**src/rtl/adc_interface_pkg.sv**
```systemverilog
// Shared definitions for the ADC front-end control block: register map,
// amplifier gain and input-select encodings, and their pin decoders.
package adc_interface_pkg;

  localparam logic [3:0] ADDR_LED    = 4'd0;
  localparam logic [3:0] ADDR_OE     = 4'd1;
  localparam logic [3:0] ADDR_GAINA  = 4'd2;
  localparam logic [3:0] ADDR_GAINB  = 4'd3;
  localparam logic [3:0] ADDR_INSEL  = 4'd4;
  localparam logic [3:0] ADDR_CHA_EN = 4'd5;
  localparam logic [3:0] ADDR_CHB_EN = 4'd6;
  localparam logic [3:0] ADDR_MON    = 4'd7;
  localparam logic [3:0] ADDR_SAMPLE = 4'd8;
  localparam logic [3:0] ADDR_USER   = 4'd9;

  typedef enum logic [1:0] {
    GAIN_2X   = 2'd0,
    GAIN_3P5X = 2'd1,
    GAIN_8P5X = 2'd2,
    GAIN_OFF  = 2'd3
  } gain_e;

  typedef enum logic [1:0] {
    INSEL_A_IN1  = 2'd0,
    INSEL_A_IN3  = 2'd1,
    INSEL_A_IN4  = 2'd2,
    INSEL_A_NONE = 2'd3
  } insel_a_e;

  typedef enum logic [1:0] {
    INSEL_B_IN1  = 2'd0,
    INSEL_B_IN2  = 2'd1,
    INSEL_B_IN4  = 2'd2,
    INSEL_B_NONE = 2'd3
  } insel_b_e;

  typedef struct packed {
    logic pd_2x_n;
    logic pd_3p5x_n;
    logic pd_8p5x_n;
  } amp_pd_t;

  // Only the selected amplifier is released from power-down; GAIN_OFF parks all.
  function automatic amp_pd_t gain_decode(input logic [1:0] gain);
    amp_pd_t pd;
    pd = '0;
    case (gain)
      GAIN_2X:   pd.pd_2x_n   = 1'b1;
      GAIN_3P5X: pd.pd_3p5x_n = 1'b1;
      GAIN_8P5X: pd.pd_8p5x_n = 1'b1;
      default:   pd = '0;
    endcase
    return pd;
  endfunction

  // Returns {first, second, third} input select, one-hot or all zero.
  function automatic logic [2:0] insel_a_decode(input logic [1:0] sel);
    logic [2:0] oh;
    oh = 3'b000;
    case (sel)
      INSEL_A_IN1: oh = 3'b100;
      INSEL_A_IN3: oh = 3'b010;
      INSEL_A_IN4: oh = 3'b001;
      default:     oh = 3'b000;
    endcase
    return oh;
  endfunction

  function automatic logic [2:0] insel_b_decode(input logic [1:0] sel);
    logic [2:0] oh;
    oh = 3'b000;
    case (sel)
      INSEL_B_IN1: oh = 3'b100;
      INSEL_B_IN2: oh = 3'b010;
      INSEL_B_IN4: oh = 3'b001;
      default:     oh = 3'b000;
    endcase
    return oh;
  endfunction

endpackage

```
**src/rtl/adc_sample_capture.sv**
```systemverilog
// Captures the ADC parallel sample on each rising DCO edge, with DCO treated
// as an asynchronous input resynchronised into main_clk.
module adc_sample_capture (
  input  logic       main_clk,
  input  logic       reset_n,
  input  logic [7:0] d,
  input  logic       dco,
  output logic [7:0] sample
);

  logic [1:0] dco_sync;
  logic       dco_prev;
  logic [7:0] d_dly1;
  logic [7:0] d_dly2;
  logic       dco_rise;

  // D is delayed by the same two stages as DCO so the captured word lines up.
  always_ff @(posedge main_clk or negedge reset_n) begin
    if (!reset_n) begin
      dco_sync <= 2'b00;
      dco_prev <= 1'b0;
      d_dly1   <= 8'h00;
      d_dly2   <= 8'h00;
    end else begin
      dco_sync <= {dco_sync[0], dco};
      dco_prev <= dco_sync[1];
      d_dly1   <= d;
      d_dly2   <= d_dly1;
    end
  end

  assign dco_rise = dco_sync[1] & ~dco_prev;

  always_ff @(posedge main_clk or negedge reset_n) begin
    if (!reset_n) begin
      sample <= 8'h00;
    end else if (dco_rise) begin
      sample <= d_dly2;
    end
  end

endmodule

```
**src/rtl/adc_interface.sv**
```systemverilog
// Avalon-MM register file driving the ADC front-end pins, with sample and
// user-input readback. The ADC serial port is parked idle for pin-strap mode.
module adc_interface
  import adc_interface_pkg::*;
(
  input  logic       main_clk,
  input  logic       reset_n,
  input  logic [3:0] address,
  input  logic       read,
  input  logic       write,
  input  logic [7:0] writedata,
  output logic [7:0] readdata,
  input  logic [7:0] D,
  input  logic       DCO,
  output logic       ADC_CSBn,
  output logic       ADC_SDIO,
  output logic       ADC_SCLK,
  output logic       ADC_SDOn,
  output logic       ADC_OEn,
  output logic       CHA_2X_PDn,
  output logic       CHA_3P5X_PDn,
  output logic       CHA_8P5X_PDn,
  output logic       CHA_IN1,
  output logic       CHA_IN3,
  output logic       CHA_IN4,
  output logic       CHA_EN,
  output logic       CHB_2X_PDn,
  output logic       CHB_3P5X_PDn,
  output logic       CHB_8P5X_PDn,
  output logic       CHB_IN1,
  output logic       CHB_IN2,
  output logic       CHB_IN4,
  output logic       CHB_EN,
  output logic       MON_EN,
  output logic       MON_FS,
  input  logic       button1,
  input  logic       button2,
  input  logic       switch1,
  input  logic       switch2,
  input  logic       switch3,
  output logic [7:0] led
);

  logic [7:0] led_reg;
  logic       oe_reg;
  logic [1:0] gain_a;
  logic [1:0] gain_b;
  logic [1:0] insel_a;
  logic [1:0] insel_b;
  logic       cha_en_reg;
  logic       chb_en_reg;
  logic       mon_en_reg;
  logic       mon_fs_reg;
  logic [7:0] sample;
  logic [7:0] rd_mux;
  amp_pd_t    cha_pd;
  amp_pd_t    chb_pd;

  adc_sample_capture u_capture (
    .main_clk (main_clk),
    .reset_n  (reset_n),
    .d        (D),
    .dco      (DCO),
    .sample   (sample)
  );

  always_ff @(posedge main_clk or negedge reset_n) begin
    if (!reset_n) begin
      led_reg    <= 8'h00;
      oe_reg     <= 1'b0;
      gain_a     <= 2'b00;
      gain_b     <= 2'b00;
      insel_a    <= 2'b00;
      insel_b    <= 2'b00;
      cha_en_reg <= 1'b0;
      chb_en_reg <= 1'b0;
      mon_en_reg <= 1'b0;
      mon_fs_reg <= 1'b0;
    end else if (write) begin
      case (address)
        ADDR_LED:    led_reg    <= writedata;
        ADDR_OE:     oe_reg     <= writedata[0];
        ADDR_GAINA:  gain_a     <= writedata[1:0];
        ADDR_GAINB:  gain_b     <= writedata[1:0];
        ADDR_INSEL: begin
          insel_a <= writedata[1:0];
          insel_b <= writedata[5:4];
        end
        ADDR_CHA_EN: cha_en_reg <= writedata[0];
        ADDR_CHB_EN: chb_en_reg <= writedata[0];
        ADDR_MON: begin
          mon_en_reg <= writedata[0];
          mon_fs_reg <= writedata[1];
        end
        default: ;
      endcase
    end
  end

  always_comb begin
    rd_mux = 8'h00;
    case (address)
      ADDR_LED:    rd_mux = led_reg;
      ADDR_OE:     rd_mux = {7'b0, oe_reg};
      ADDR_GAINA:  rd_mux = {6'b0, gain_a};
      ADDR_GAINB:  rd_mux = {6'b0, gain_b};
      ADDR_INSEL:  rd_mux = {2'b00, insel_b, 2'b00, insel_a};
      ADDR_CHA_EN: rd_mux = {7'b0, cha_en_reg};
      ADDR_CHB_EN: rd_mux = {7'b0, chb_en_reg};
      ADDR_MON:    rd_mux = {6'b0, mon_fs_reg, mon_en_reg};
      ADDR_SAMPLE: rd_mux = sample;
      ADDR_USER:   rd_mux = {3'b000, switch3, switch2, switch1, button2, button1};
      default:     rd_mux = 8'h00;
    endcase
  end

  // A read alongside a write returns the register contents before the write.
  always_ff @(posedge main_clk or negedge reset_n) begin
    if (!reset_n) begin
      readdata <= 8'h00;
    end else if (read) begin
      readdata <= rd_mux;
    end
  end

  assign cha_pd = gain_decode(gain_a);
  assign chb_pd = gain_decode(gain_b);

  assign ADC_CSBn = 1'b1;
  assign ADC_SDIO = 1'b0;
  assign ADC_SCLK = 1'b0;
  assign ADC_SDOn = 1'b1;

  assign led     = led_reg;
  assign ADC_OEn = ~oe_reg;

  assign CHA_2X_PDn   = cha_pd.pd_2x_n;
  assign CHA_3P5X_PDn = cha_pd.pd_3p5x_n;
  assign CHA_8P5X_PDn = cha_pd.pd_8p5x_n;
  assign {CHA_IN1, CHA_IN3, CHA_IN4} = insel_a_decode(insel_a);
  assign CHA_EN = cha_en_reg;

  assign CHB_2X_PDn   = chb_pd.pd_2x_n;
  assign CHB_3P5X_PDn = chb_pd.pd_3p5x_n;
  assign CHB_8P5X_PDn = chb_pd.pd_8p5x_n;
  assign {CHB_IN1, CHB_IN2, CHB_IN4} = insel_b_decode(insel_b);
  assign CHB_EN = chb_en_reg;

  assign MON_EN = mon_en_reg;
  assign MON_FS = mon_fs_reg;

endmodule

```
**config.mk**
```make
export PLATFORM = sky130hd
export DESIGN_NAME = adc_interface
export DESIGN_NICKNAME = d
export VERILOG_FILES = /design/src/rtl/adc_interface_pkg.sv /design/src/rtl/adc_sample_capture.sv /design/src/rtl/adc_interface.sv
export SDC_FILE = /design/constraint.sdc
export NUM_CORES = 1
export LEC_CHECK = 0
export BUFFER_PORTS_ARGS = -buffer_cell sky130_fd_sc_hd__buf_2
export CORE_ASPECT_RATIO = 0.7
export CORE_UTILIZATION = 42
export CTS_CLUSTER_SIZE = 8
export DETAILED_ROUTE_END_ITERATION = 7
export MAX_ROUTING_LAYER = met4
export PLACE_DENSITY = 0.63
export RECOVER_POWER = 25
export SLEW_MARGIN = 20
export SYNTH_ARGS = -nofsm -noshare
export SYNTH_HDL_FRONTEND = slang
export SYNTH_SLANG_ARGS = --single-unit
```
**constraint.sdc**
```tcl
create_clock -name main_clk -period 3.57 [get_ports main_clk]
set_clock_uncertainty 0.15 [all_clocks]
set_input_delay 0.357 -clock main_clk [delete_from_list [all_inputs] [get_ports main_clk]]
set_output_delay 0.357 -clock main_clk [all_outputs]
set_load 0.1 [all_outputs]
```
# Word level (Yosys, flattened, before mapping)
# Cells that the tools add are included.
[word_totals]
out_inout_bits = 37
reg_bits = 56
[classes]
n_bitwise = 3
eq_ne = 17
muxes = 9
reduce_logical = 13
[ops]
columns = ["cell", "count"]
rows = [
  ["8-bit one-hot mux with 10 select lines", 1],
  ["3-bit one-hot mux with 3 select lines", 2],
  ["4-bit by 3-bit equality test with 1-bit output (second input constant)", 4],
  ["2-bit AND reduction", 8],
  ["2-bit by 1-bit equality test with 1-bit output (second input constant)", 4],
  ["2-bit equality test (second input constant)", 4],
  ["4-bit by 2-bit equality test with 1-bit output (second input constant)", 2],
  ["4-bit equality test (second input constant)", 2],
  ["2-bit logical NOT", 4],
  ["1-bit two-way mux", 6],
  ["4-bit by 1-bit equality test with 1-bit output (second input constant)", 1],
  ["4-bit logical NOT", 1],
  ["1-bit inverter", 2],
  ["1-bit bitwise AND", 1],
]

# Longest topological paths before layout
# Gate-level depths: netlist (run 1).
[logic_depth]
word_depth = 2
ltp_mapped = 6

# Hierarchy
# A second synthesis (run 1) with hierarchy kept.
[unflattened]
cells_unflattened = 185
hier_area_um2 = 2412.3
[by_module_without_submodules]
columns = ["module", "area_per_inst_um2", "cells_per_inst", "instances"]
rows = [
  ["adc_interface", 1591.5, 148, 1],
  ["adc_sample_capture", 820.8, 37, 1],
]

# Worst setup path after synthesis (run 1)
# No wires, ideal clock.
[synth_path]
kind = "register -> output"
start = "reg gain_a[0]"
end = "out CHA_8P5X_PDn"
path_stages_with_launch = 2
required_time_ns = 3.063
path_buffers = 0
slack_ns = 1.325
t_arrival_ns = 1.738
cell_sequence = "dfrtp_1 -> nor2b_1"
[synth_between]
elab_chain_len = 2
[synth_rtl]
columns = ["element", "line_no", "text"]
rows = [
  ["from (decl)", "adc_interface.sv:46", "logic [1:0] gain_a;"],
  ["from (signal assigned)", "adc_interface.sv:83", "ADDR_GAINA: gain_a <= writedata[1:0];"],
  ["2-bit equality test", "adc_interface_pkg.sv:47", "case (gain)"],
  ["1-bit two-way mux", "adc_interface_pkg.sv:47", ""],
  ["to (decl)", "adc_interface.sv:22", "output logic CHA_8P5X_PDn,"],
]
# Every way passes these cells.

==> out/results.md, run 1 <==
• finished with violations — status
• capacitance limit, slew limit — violated checks
• 92.8 µm — width of the die
• asynchronous set/reset pin — endpoint type of the worst setup path
• sky130_fd_sc_hd__dfrtp_1 — count leader, synth
• 8 — total of hold buffers inserted after clock tree synthesis
• 0 — number of diodes
• 4 — number of optimization iterations in the first detailed-route pass
• sky130_fd_sc_hd__dfrtp_1 — leading register cell type out of synthesis
• sky130_fd_sc_hd__clkbuf_8 — clock tree root buffer cell
• 330 — final cell count without fillers
• 32 — largest net degree at the start of global routing
• 2740 µm² — post-detailed-placement cell area
• 3.57 mm — half-perimeter wire length after placement
• 1.38 nW — Leak Pwr
• 56 — number of clock sinks
• 0 — number of hold violations in the final report
• input port — critical path launch point type
• 288 — count of nets after finishing
• 2.55 ns — worst endpoint data arrival time
• 12.8 µm² — mean instance size in the synthesized netlist
• 313 — cell count after placement
• 0 — total congestion overflow
• sky130_fd_sc_hd__dfrtp_1 (58%), sky130_fd_sc_hd__mux2_2 (14%), sky130_fd_sc_hd__nor2b_1 (2.6%) — dominant cells by area after synthesis
• 1 — number of max-cap violations
• 1.60 ns — Slew @ Worst Pin
• 0 — quantity of gates resized following cts
• input port to flip-flop — path type of the worst min-delay path
• 42 — count of different cell masters after synthesis
• 2420 µm² — summed instance area of the synthesized netlist
• 15.0 µm — detail-routed net length per standard cell
• 0 ns — Total Neg Setup Slack
• 5.10 — via-per-instance ratio
• 44.9% — Starting Density
• 476 — number of fill cells in the layout
• -6.64% — worst relative slew slack
• 448 MHz — achievable clock frequency
• 56 — post-synthesis sequential element count
• 22.5% — Area growth syn-to-layout
• 57.8% — register area share after synthesis
• 65.6 µm — Die Y
• 5400 µm² — core region area
• 62 — count of input and output buffers
• built — CTS tree
• 0 — number of warnings printed during yosys synthesis
• 1,682 — routed vias
• 0 — final setup violation count
• 8.54 mm — first-pass GRT wire length
• 5 — number of buffers created by CTS
• sky130_fd_sc_hd__dfrtp_1 — largest area contributor in the netlist
• 2 — maximum root-to-sink buffer count
• 2970 µm² — area of all placed cells without fillers
• 6080 µm² — die area
• 62.6% — post-route fraction of the period consumed by the critical path
• 4.95 mm — wire length reported by the detailed router
• 0.852 — final estimated routing congestion in global placement
• 0.30 ns — worst skew pair latency
• 0.10 ns — Clock transition at path regs
• 100% — proportion of synthesized flip-flops having asynchronous set or reset
• 1,620 — number of global-route vias before repair
• 112 — number of DRC violations after detailed-routing iteration 0
• 189 — cell count after synthesis
• 0 — final routed DRC violation total
• no — setup repair after global routing missed its margin
• 0.375 mV — IR Drop Worst-Case VDD
• 0 — count of flip-flops with a built-in enable after synthesis
• 0 — setup repair bufs after CTS
• 2.23 ns — clock period minus worst slack
• 0 — remaining number of nets flagged by the antenna check after routing
• 712 nW/µm² — PwrDens
• 40.3% — fraction of layout instances using a drive strength above 1
• input port to asynchronous set/reset pin — Crit Path Class
• sky130_fd_sc_hd__dfrtp_1 (56), sky130_fd_sc_hd__mux2_2 (31), sky130_fd_sc_hd__nor2b_1 (10), sky130_fd_sc_hd__nand3_1 (8), sky130_fd_sc_hd__nor2_1 (8) — list of most frequent post-synthesis cells
• 22 — row count
• 32 — Slew Viols, Final
• 0 — antenna violations before repair
• 3.89 ns — required time reported for the critical path endpoint
• 31 — Max FO, Critical Path
• 19.0% — total track usage
• 67 — number of placed I/O pins
• 57.8% — area share of the leading cell type in the synthesized netlist
• 2 — depth of the CTS H-tree
-- routing by layer --
layer  vias up  GRT usage, %  share of wire [%]
met5         -             -                  0
met4         0          4.62                1.1
met3         6          4.28                5.9
met2        53          25.9                 42
met1       823          28.4                 51
li1        800             -                  -
-- cells by family (layout without fill, tap and decap cells) --
logic type,Yosys count,count (layout),share of synthesized area [%]
other,2,4,0.310
muxes,35,35,16.5
AOI/OAI and AO/OA,24,24,7.28
and+or+nand+nor,52,52,13.0
buffers and inverters,20,87,5.11
DFF,56,56,57.8
-- metrics by stage --
| stage | power (mW) | util, % | worst slack [ns] | hold WS [ns] |
|---|---|---|---|---|
| floorplan | 1.51 | - | 1.33 | -0.0886 |
| global placement | 1.65 | 50.8 | 1.73 | 0.184 |
| detailed placement | 1.65 | 50.8 | 1.74 | 0.185 |
| CTS | 2.13 | 54.7 | 1.74 | 0.00140 |
| global route | 2.21 | 55.0 | 0.936 | 0.127 |
| finish | 2.11 | 55.0 | 1.34 | 0.138 |
-- cells in the final DEF, fill, tap and decap left out, drive strengths merged, types with 2 or more instances in the layout --
| cell type | instances |
|---|---|
| nand2 | 6 |
| a31oi | 2 |
| nand3 | 8 |
| dlygate4sd3 | 10 |
| bufinv | 2 |
| nand4 | 3 |
| a22oi | 2 |
| o21ai | 7 |
| and2 | 2 |
| dfrtp | 56 |
| o2bb2ai | 3 |
| inv | 7 |
| conb | 4 |
| clkbuf | 7 |
| buf | 61 |
| mux2i | 2 |
| mux2 | 33 |
| nor2b | 10 |
| nor4 | 2 |
| nor2 | 8 |
| nor3 | 4 |
| nand2b | 2 |
-- where the power goes --
group	internal (mW)	leakage [nW]	switching (mW)
clock network	0.276	0.0642	0.194
registers	0.719	0.682	0.0668
logic	0.165	0.635	0.692
total	1.16	1.38	0.953
-- cell type report --
type | instances | area (µm²) | area share [%]
clock inverter | 2 | 60.1 | 2.02
clock buffer | 5 | 68.8 | 2.32
timing repair buffer | 73 | 415 | 14.0
inverter | 7 | 26.3 | 0.885
sequential | 56 | 1400 | 47.2
tap | 72 | 90.1 | 3.04
multi-input combinational | 115 | 906 | 30.5
-- final timing paths --
kind | from | endpoint | slack [ns] | depth (start not counted)
min | writedata[6] | led[6] | 0.14 | 2
min reg2reg | u_capture.dco_sync[0] | u_capture.dco_sync[1] | 0.21 | 0
min in group asynchronous | reset_n | u_capture.dco_sync[0] | 0.83 | 2
max in group main_clk | address[3] | readdata[0] | 1.71 | 5
max | reset_n | u_capture.sample[2] | 1.34 | 3
max reg2reg | u_capture.dco_sync[1] | u_capture.sample[6] | 1.96 | 2
-- worst max-delay path, stage by stage --
cell and delay [ns]:
sky130_fd_sc_hd__dlygate4sd3_1 0.52, sky130_fd_sc_hd__clkbuf_1 1.15, sky130_fd_sc_hd__buf_4 0.50
Power figures use the tool's default switching activity.
==> run 2, diff against run 1 <==
--- a/config.mk
+++ b/config.mk
@@ -5,13 +5,14 @@
 export SDC_FILE = /design/constraint.sdc
 export NUM_CORES = 1
 export LEC_CHECK = 0
+export ABC_AREA = 1
 export BUFFER_PORTS_ARGS = -buffer_cell sky130_fd_sc_hd__buf_2
 export CORE_ASPECT_RATIO = 0.7
 export CORE_UTILIZATION = 42
 export CTS_CLUSTER_SIZE = 8
 export DETAILED_ROUTE_END_ITERATION = 7
 export MAX_ROUTING_LAYER = met4
-export PLACE_DENSITY = 0.63
+export PLACE_DENSITY = 0.64
 export RECOVER_POWER = 25
 export SLEW_MARGIN = 20
 export SYNTH_ARGS = -nofsm -noshare
==> constraint.sdc (replaced) <==
create_clock -name main_clk -period 2.2 [get_ports main_clk]
set_clock_uncertainty 0.15 [all_clocks]
set_input_delay 0.22 -clock main_clk [delete_from_list [all_inputs] [get_ports main_clk]]
set_output_delay 0.22 -clock main_clk [all_outputs]
set_load 0.1 [all_outputs]
==> run 2 against run 1 <==
  * Synthesized area down 3.2%
  * Highest routed layer unchanged
  * The run now ends clean
  * Global-route usage decreased by 0.29 points
  * Combinational power up 47%
==> out/results.md, run 2 <==
• sky130_fd_sc_hd__nand2_1 (65), sky130_fd_sc_hd__dfrtp_1 (56), sky130_fd_sc_hd__nand3_1 (25), sky130_fd_sc_hd__inv_1 (24), sky130_fd_sc_hd__nor2_1 (24) — list of most frequent post-synthesis cells
• 3.76% — GR Util met3, -0.53 points
• sky130_fd_sc_hd__dfrtp_1 — leading register cell type out of synthesis
• 2 — maximum root-to-sink buffer count, unchanged
• sky130_fd_sc_hd__nand2_1 (65), sky130_fd_sc_hd__buf_2 (61), sky130_fd_sc_hd__dfrtp_1 (56) — highest-count cells in the layout ignoring fill and taps
• sky130_fd_sc_hd__nand2_1 — most common cell after layout, fill and taps aside
• primary output — endpoint type of the worst setup path
• 5 — number of buffers created by CTS, unchanged
• 0 ns — Total Neg Setup Slack, unchanged
• 0 — remaining number of nets flagged by the antenna check after routing, unchanged
• 59.7% — register area share after synthesis, +1.9 points
• 2350 µm² — summed instance area of the synthesized netlist, -3.2%
• 495 — number of fill cells in the layout, +4.0%
• 8.10 mm — first-pass GRT wire length, -5.1%
• 12.5 µm — detail-routed net length per standard cell, -16%
• 18.7% — total track usage, -0.29 points
• 5.02 mm — wire length reported by the detailed router, +1.4%
• 0.695 mV — IR Drop Worst-Case VDD, +85%
• flip-flop — critical path launch point type
• 4.58 — via-per-instance ratio, -10%
• 3.77 mm — half-perimeter wire length after placement, +5.6%
• 5890 µm² — die area, -3.1%
• 0 — count of flip-flops with a built-in enable after synthesis, unchanged
• 22 — row count, unchanged
• 0 — number of max-cap violations, -1
• sky130_fd_sc_hd__dfrtp_1 (60%), sky130_fd_sc_hd__nand2_1 (10%), sky130_fd_sc_hd__nand3_1 (5.3%) — dominant cells by area after synthesis
• 77.8% — post-route fraction of the period consumed by the critical path
• 0 — number of hold violations in the final report, unchanged
• 5 — Max FO, Critical Path, -84%
• 1.34 ns — worst endpoint data arrival time, -1.21 ns
• 67 — number of placed I/O pins, unchanged
• input port to flip-flop — path type of the worst min-delay path
• finished, final reports clean — status
• 0 — setup repair bufs after CTS, unchanged
• u_capture.dco_sync[1] — RR Startpoint
• 0.488 ns — post-route worst setup slack, -0.848 ns
• 0 — number of warnings printed during yosys synthesis, unchanged
• 2 — worst-case reg-to-reg path depth, unchanged
• flip-flop to primary output — Crit Path Class
• u_capture.sample[7] — capture instance of the worst register-to-register path
• 44.2% — Starting Density, -0.76 points
• 5310 µm² — core region area, -1.5%
• 56 — number of clock sinks, unchanged
• 0.83 ns — r2r setup slk, -1.13 ns
• 250 — cell count after synthesis, +32%
• 64.5 µm — Die Y, -1.6%
• 24.9% — Area growth syn-to-layout
• 1.08 ns — Slew @ Worst Pin, -0.519 ns
• built — CTS tree
• 0 — Slew Viols, Final, -100%
• 56 — post-synthesis sequential element count, unchanged
• insel_b[0] — source of the critical timing path
• CHB_IN2 — critical path endpoint
• 9.38 µm² — mean instance size in the synthesized netlist, -27%
• 22 — count of different cell masters after synthesis, -48%
• 59.7% — area share of the leading cell type in the synthesized netlist, +1.9 points
• 1,831 — routed vias, +8.9%
• 21 — largest net degree at the start of global routing, -34%
• 4 — number of optimization iterations in the first detailed-route pass, unchanged
• 100 — number of DRC violations after detailed-routing iteration 0, -11%
• 0 — antenna violations before repair, unchanged
• 0 — final setup violation count, unchanged
• 0.550 ns — minimum setup slack after placement, -1.19 ns
• 584 MHz — achievable clock frequency
• 1.83 ns — required time reported for the critical path endpoint, -2.06 ns
• met1 — busiest layer in global routing
• no — setup repair after global routing missed its margin
• 357 — count of nets after finishing, +24%
• 100% — proportion of synthesized flip-flops having asynchronous set or reset, unchanged
• 0 — final routed DRC violation total, unchanged
• 25.9% — met2 Usage GRT, +0.028 points
• 1.59 nW — Leak Pwr, +15%
• 1.71 ns — clock period minus worst slack
• 0.911 — final estimated routing congestion in global placement, +6.9%
• 1060 nW/µm² — PwrDens, +49%
• 1,628 — number of global-route vias before repair, +0.49%
• sky130_fd_sc_hd__dfrtp_1 — worst-path cell with the longest stage delay
• 28.0% — worst relative slew slack, +35 points
• 0 — number of diodes, unchanged
• 62 — count of input and output buffers, unchanged
• 2 — depth of the CTS H-tree, unchanged
• sky130_fd_sc_hd__clkbuf_8 — clock tree root buffer cell
• sky130_fd_sc_hd__nand2_1 — count leader, synth
• 27.4% — met1 GRT Util, -0.96 points
• 0.46 ns — largest incremental delay on the critical path, -0.69 ns
• 0 — total congestion overflow, unchanged
• sky130_fd_sc_hd__dfrtp_1 — largest area contributor in the netlist
• 0.31 ns — worst skew pair latency, about the same
• 26.2% — fraction of layout instances using a drive strength above 1, -14 points
• 91.3 µm — width of the die, -1.6%
• 0.10 ns — Clock transition at path regs, about the same
• inv_1, nor2_1, buf_2 — cells traversed along the worst timing path
## run 2: power by group
part,switching (mW),internal [mW]
Combinational,1.06,0.201
Sequential,0.115,1.16
Clock,0.346,0.233
Total,1.52,1.59
## run 2: area by class of cell
class / instances / area [µm²] / share of cell area [%]
Timing Repair Buffer: 77 / 454 / 15.5
Tap cell: 72 / 90.1 / 3.07
Multi-Input combinational cell: 161 / 791 / 27.0
Inverter: 26 / 100 / 3.42
Clock buffer: 5 / 68.8 / 2.35
Clock inverter: 3 / 25.0 / 0.854
Sequential cell: 56 / 1400 / 47.8
## run 2: cell families (layout without fill, tap and decap cells)
family | Yosys count | after routing | synth area share [%]
AOI/OAI and AO/OA | 28 | 28 | 6.08
buffers and inverters | 35 | 111 | 6.88
DFF | 56 | 56 | 59.7
muxes | 9 | 9 | 4.64
other | 2 | 4 | 0.320
and+or+nand+nor | 120 | 120 | 22.3
## run 2: layer usage
| layer | share of wire, % | vias up |
|---|---|---|
| met2 | 41 | 50 |
| met5 | 0 | - |
| li1 | - | 936 |
| met4 | 1.1 | 0 |
| met3 | 4.4 | 5 |
| met1 | 53 | 840 |
## run 2: how the worst min path moves through the flow
stage                       startpoint    endpoint  slack [ns]  cells past startpoint
after CTS                 writedata[2]      led[2]       0.003                      2
after floorplan                reset_n      CHA_EN       -0.23                      0
after global routing      writedata[2]      led[2]       0.003                      2
after global placement         reset_n  insel_a[1]        0.03                      1
after detailed placement       reset_n  insel_a[1]        0.04                      1
final                     writedata[2]      led[2]       0.006                      2
## run 2: timing repair
| item | in CTS | in global routing |
|---|---|---|
| hold buffers | 13 | 0 |
| endpoints found under the setup margin | 0 | 0 |
| resized for setup | 0 | 0 |
| hold endpoints to repair | 29 | 0 |
## run 2: critical path: cells and delay by family (launching register included)
family        cells  cell delay, ns
flops             1            0.46
buf+inv           2            0.49
simple gates      1            0.07
## run 2: per-stage QoR
stage / utilization [%] / power (mW) / instance area [µm²] / std cells / hold WS [ns]
2_1_floorplan: - / 2.32 / 2350 / 252 / -0.226
3_3_place_gp: 51.0 / 2.54 / 2710 / 379 / 0.0334
3_5_place_dp: 51.0 / 2.54 / 2710 / 379 / 0.0428
4_1_cts: 55.2 / 3.14 / 2930 / 400 / 0.00251
5_1_grt: 55.2 / 3.25 / 2930 / 400 / 0.00330
6_report: 55.2 / 3.12 / 2930 / 400 / 0.00554
==> run 3, diff against run 2 <==
--- a/config.mk
+++ b/config.mk
@@ -5,14 +5,14 @@
 export SDC_FILE = /design/constraint.sdc
 export NUM_CORES = 1
 export LEC_CHECK = 0
-export ABC_AREA = 1
+export ABC_AREA = 0
 export BUFFER_PORTS_ARGS = -buffer_cell sky130_fd_sc_hd__buf_2
 export CORE_ASPECT_RATIO = 0.7
 export CORE_UTILIZATION = 42
 export CTS_CLUSTER_SIZE = 8
 export DETAILED_ROUTE_END_ITERATION = 7
 export MAX_ROUTING_LAYER = met4
-export PLACE_DENSITY = 0.64
+export PLACE_DENSITY = 0.66
 export RECOVER_POWER = 25
 export SLEW_MARGIN = 20
 export SYNTH_ARGS = -nofsm -noshare
==> constraint.sdc (replaced) <==
create_clock -name main_clk -period 1.5 [get_ports main_clk]
set_clock_uncertainty 0.15 [all_clocks]
set_input_delay 0.15 -clock main_clk [delete_from_list [all_inputs] [get_ports main_clk]]
set_output_delay 0.15 -clock main_clk [all_outputs]
set_load 0.1 [all_outputs]
==> run 3 against run 2 <==
  * The run now ends with setup timing left
  * Register-to-register slack lost 0.86 ns
  * Clock-buffer cell count did not move
  * Global-route usage increased by 2.2 points
  * Worst setup slack got worse by 0.52 ns
  * Cell count decreased by 9.5%
  * Routed wire length increased by 13%
  * Non-clock buffer count rose by 27
  * Sequential power up 50%
  * Sequential share of layout area decreased by 7.7 points
  * First-iteration DRC count decreased by 19%
  * Critical path type is now flip-flop to flip-flop
  * Largest power group is now combinational cells
==> out/results.md, run 3 (synthesized netlist as in run 1, its figures left out) <==
• 1.60 nW — Leak Pwr, +0.80%
• led[0] — RR Startpoint
• oe_reg — endpoint with the worst hold slack
• 4.18 mm — half-perimeter wire length after placement, +11%
• 1.53 ns — clock period minus worst slack
• 0.846 — final estimated routing congestion in global placement, -7.1%
• readdata[0] — capture instance of the worst register-to-register path
• 0 — remaining number of nets flagged by the antenna check after routing, unchanged
• 3 — Max FO, Critical Path, -2
• 4.17% — GR Util met3, +0.41 points
• 362 — final cell count without fillers, -9.5%
• met2 — busiest layer in global routing
• -0.03 ns — r2r setup slk, -0.86 ns
• 5400 µm² — core region area, +1.6%
• 0.10 ns — Clock transition at path regs, about the same
• 32 — largest net degree at the start of global routing, +52%
• 65.7% — post-layout util, +11 points
• 2 — final setup violation count, +2
• 4 — worst-case reg-to-reg path depth, +2
• 102% — post-route fraction of the period consumed by the critical path
• 54.5% — fraction of layout instances using a drive strength above 1, +28 points
• 5.67 mm — wire length reported by the detailed router, +13%
• 1.59 ns — worst endpoint data arrival time, +0.25 ns
• 34.1% — met2 Usage GRT, +8.2 points
• 2 — depth of the CTS H-tree, unchanged
• 5.43 mW — total power consumption of the routed design, +74%
• 0 — antenna violations before repair, unchanged
• 2 — maximum root-to-sink buffer count, unchanged
• 15.7 µm — detail-routed net length per standard cell, +25%
• built — CTS tree
• 62 — count of input and output buffers, unchanged
• 4 — number of optimization iterations in the first detailed-route pass, unchanged
• 81 — number of DRC violations after detailed-routing iteration 0, -19%
• 56 — number of clock sinks, unchanged
• 1530 nW/µm² — PwrDens, +44%
• 5.08 — via-per-instance ratio, +11%
• compound AO/OA/AOI/OAI gates — family with the most delay on the worst path
• 333 — cell count after placement, -12%
• 0.984 mV — IR Drop Worst-Case VDD, +42%
• 1.56 ns — required time reported for the critical path endpoint, -0.27 ns
• or3b_1, a21oi_1, a221oi_1, o311ai_1 — cells traversed along the worst timing path
• flip-flop — endpoint type of the worst setup path
• 0 — number of hold violations in the final report, unchanged
• 65.6 µm — Die Y, +1.6%
• 44.9% — Starting Density, +0.76 points
• sky130_fd_sc_hd__dfrtp_4 — worst-path cell with the longest stage delay
• 3 — count of cells along the worst hold path, +1
• 0 — total congestion overflow, unchanged
• 319 — count of nets after finishing, -11%
• input port to flip-flop — path type of the worst min-delay path
• 0.0160 ns — worst hold slack, +0.0105 ns
• -0.0304 ns — post-route worst setup slack, -0.519 ns
• 22 — row count, unchanged
• flip-flop — critical path launch point type
• 0 — final routed DRC violation total, unchanged
• 92.8 µm — width of the die, +1.6%
• 0.31 ns — worst skew pair latency, about the same
• 0 — number of diodes, unchanged
• 9.18 mm — first-pass GRT wire length, +13%
• 2.48 mW — net switching power, +63%
• sky130_fd_sc_hd__buf_2 (44), sky130_fd_sc_hd__dfrtp_1 (43), sky130_fd_sc_hd__mux2_2 (31) — highest-count cells in the layout ignoring fill and taps
• 1,900 — number of global-route vias before repair, +17%
• 35.0% — Sequential Power Share, -5.9 points
• 0 — number of max-cap violations, unchanged
• sky130_fd_sc_hd__buf_2 — most common cell after layout, fill and taps aside
• 0 — Worst Path Buf+Inv, -2
• 15.8% — Clk network pwr share, -2.8 points
• 0.44 ns — largest incremental delay on the critical path, -0.02 ns
• 653 MHz — achievable clock frequency
• 49.3% — part of the total power dissipated in combinational logic, +8.7 points
• 1,838 — routed vias, +0.38%
• 2.95 mW — internal power, +85%
• 27.0% — met1 GRT Util, -0.43 points
• led[0] — source of the critical timing path
• 0 — Slew Viols, Final, unchanged
• flip-flop to flip-flop — Crit Path Class
• 5 — number of buffers created by CTS, unchanged
• 67 — number of placed I/O pins, unchanged
• sky130_fd_sc_hd__clkbuf_8 — clock tree root buffer cell
• 20.9% — total track usage, +2.2 points
• -0.0224 ns — minimum setup slack after placement, -0.572 ns
• writedata[0] — startpoint of the worst hold path
• 46.3% — Area growth syn-to-layout
• 45.7% — fraction of power spent switching nets, -3.2 points
• setup timing — violated checks
• yes — setup repair after global routing missed its margin
• finished with violations — status
• 6080 µm² — die area, +3.2%
-- run 3: cell count changes in the layout (fill, tap and decap cells not counted), sizes merged, moves of 3 or more --
| cell | before | now |
|---|---|---|
| nand2 | 67 | 6 |
| nor3 | 1 | 4 |
| nand4 | 0 | 3 |
| dlygate4sd3 | 13 | 17 |
| o2bb2ai | 0 | 3 |
| clkbuf | 6 | 12 |
| buf | 63 | 80 |
| o21ai | 22 | 7 |
| a21oi | 5 | 1 |
| mux2 | 9 | 33 |
| nor2b | 0 | 10 |
| inv | 27 | 8 |
| nor2 | 27 | 8 |
| nand3 | 25 | 8 |
-- run 3: stage by stage --
stage	setup TNS (ns)	area, µm²
5_1_grt	-0.205	3540
2_1_floorplan	-0.214	2530
4_1_cts	0	3490
3_3_place_gp	-0.0459	3210
3_5_place_dp	-0.122	3210
6_report	-0.0437	3540
-- run 3: worst register-to-register path, cell delays in order (launching register included) --
cell and delay (ns):
sky130_fd_sc_hd__dfrtp_4 0.44, sky130_fd_sc_hd__or3b_1 0.35, sky130_fd_sc_hd__a21oi_1 0.13, sky130_fd_sc_hd__a221oi_1 0.07, sky130_fd_sc_hd__o311ai_1 0.28
-- run 3: layout make-up --
cell class	instances	area (µm²)
inverters	7	26.3
repair buffers	104	901
flip-flops and latches	56	1420
multi-input cells	115	1010
clock inverters	3	27.5
well taps	72	90.1
clock buffers	5	68.8
fillers	438	1850
-- run 3: worst max path at each step --
stage                             end  slack, ns  cells after the start
after global placement     insel_a[0]      -0.01                      4
after global routing      readdata[0]      -0.06                      4
after detailed placement   insel_a[1]      -0.02                      4
after floorplan           readdata[0]       -0.1                      4
final                     readdata[0]      -0.03                      4
after CTS                  CHA_2X_PDn      0.003                      3
-- run 3: layer usage --
| metal | wire, µm | share of wire, % | vias to the layer above |
|---|---|---|---|
| li1 | - | - | 868 |
| met5 | 0 | 0 | - |
| met4 | 53 | 0.93 | 0 |
| met3 | 217 | 3.8 | 6 |
| met2 | 2620 | 46 | 47 |
| met1 | 2780 | 49 | 917 |
-- run 3: what timing repair did --
item | 4_1_cts | 5_1_grt
pin swaps | 0 | 2
endpoints found under the hold margin | 75 | 0
gates resized for setup | 5 | 13
endpoints found under the setup margin | 5 | 15
hold buffers | 17 | 0
setup buffers | 0 | 4
-- run 3: power by group through the flow --
| stage | clock, mW | combinational (mW) | sequential (mW) |
|---|---|---|---|
| 5_1_grt | 0.962 | 2.77 | 1.93 |
| 2_1_floorplan | 0 | 1.14 | 2.58 |
| 4_1_cts | 0.882 | 2.61 | 1.90 |
| 6_report | 0.857 | 2.68 | 1.90 |
| 3_3_place_gp | 0 | 2.53 | 1.92 |
| 3_5_place_dp | 0 | 2.56 | 1.93 |
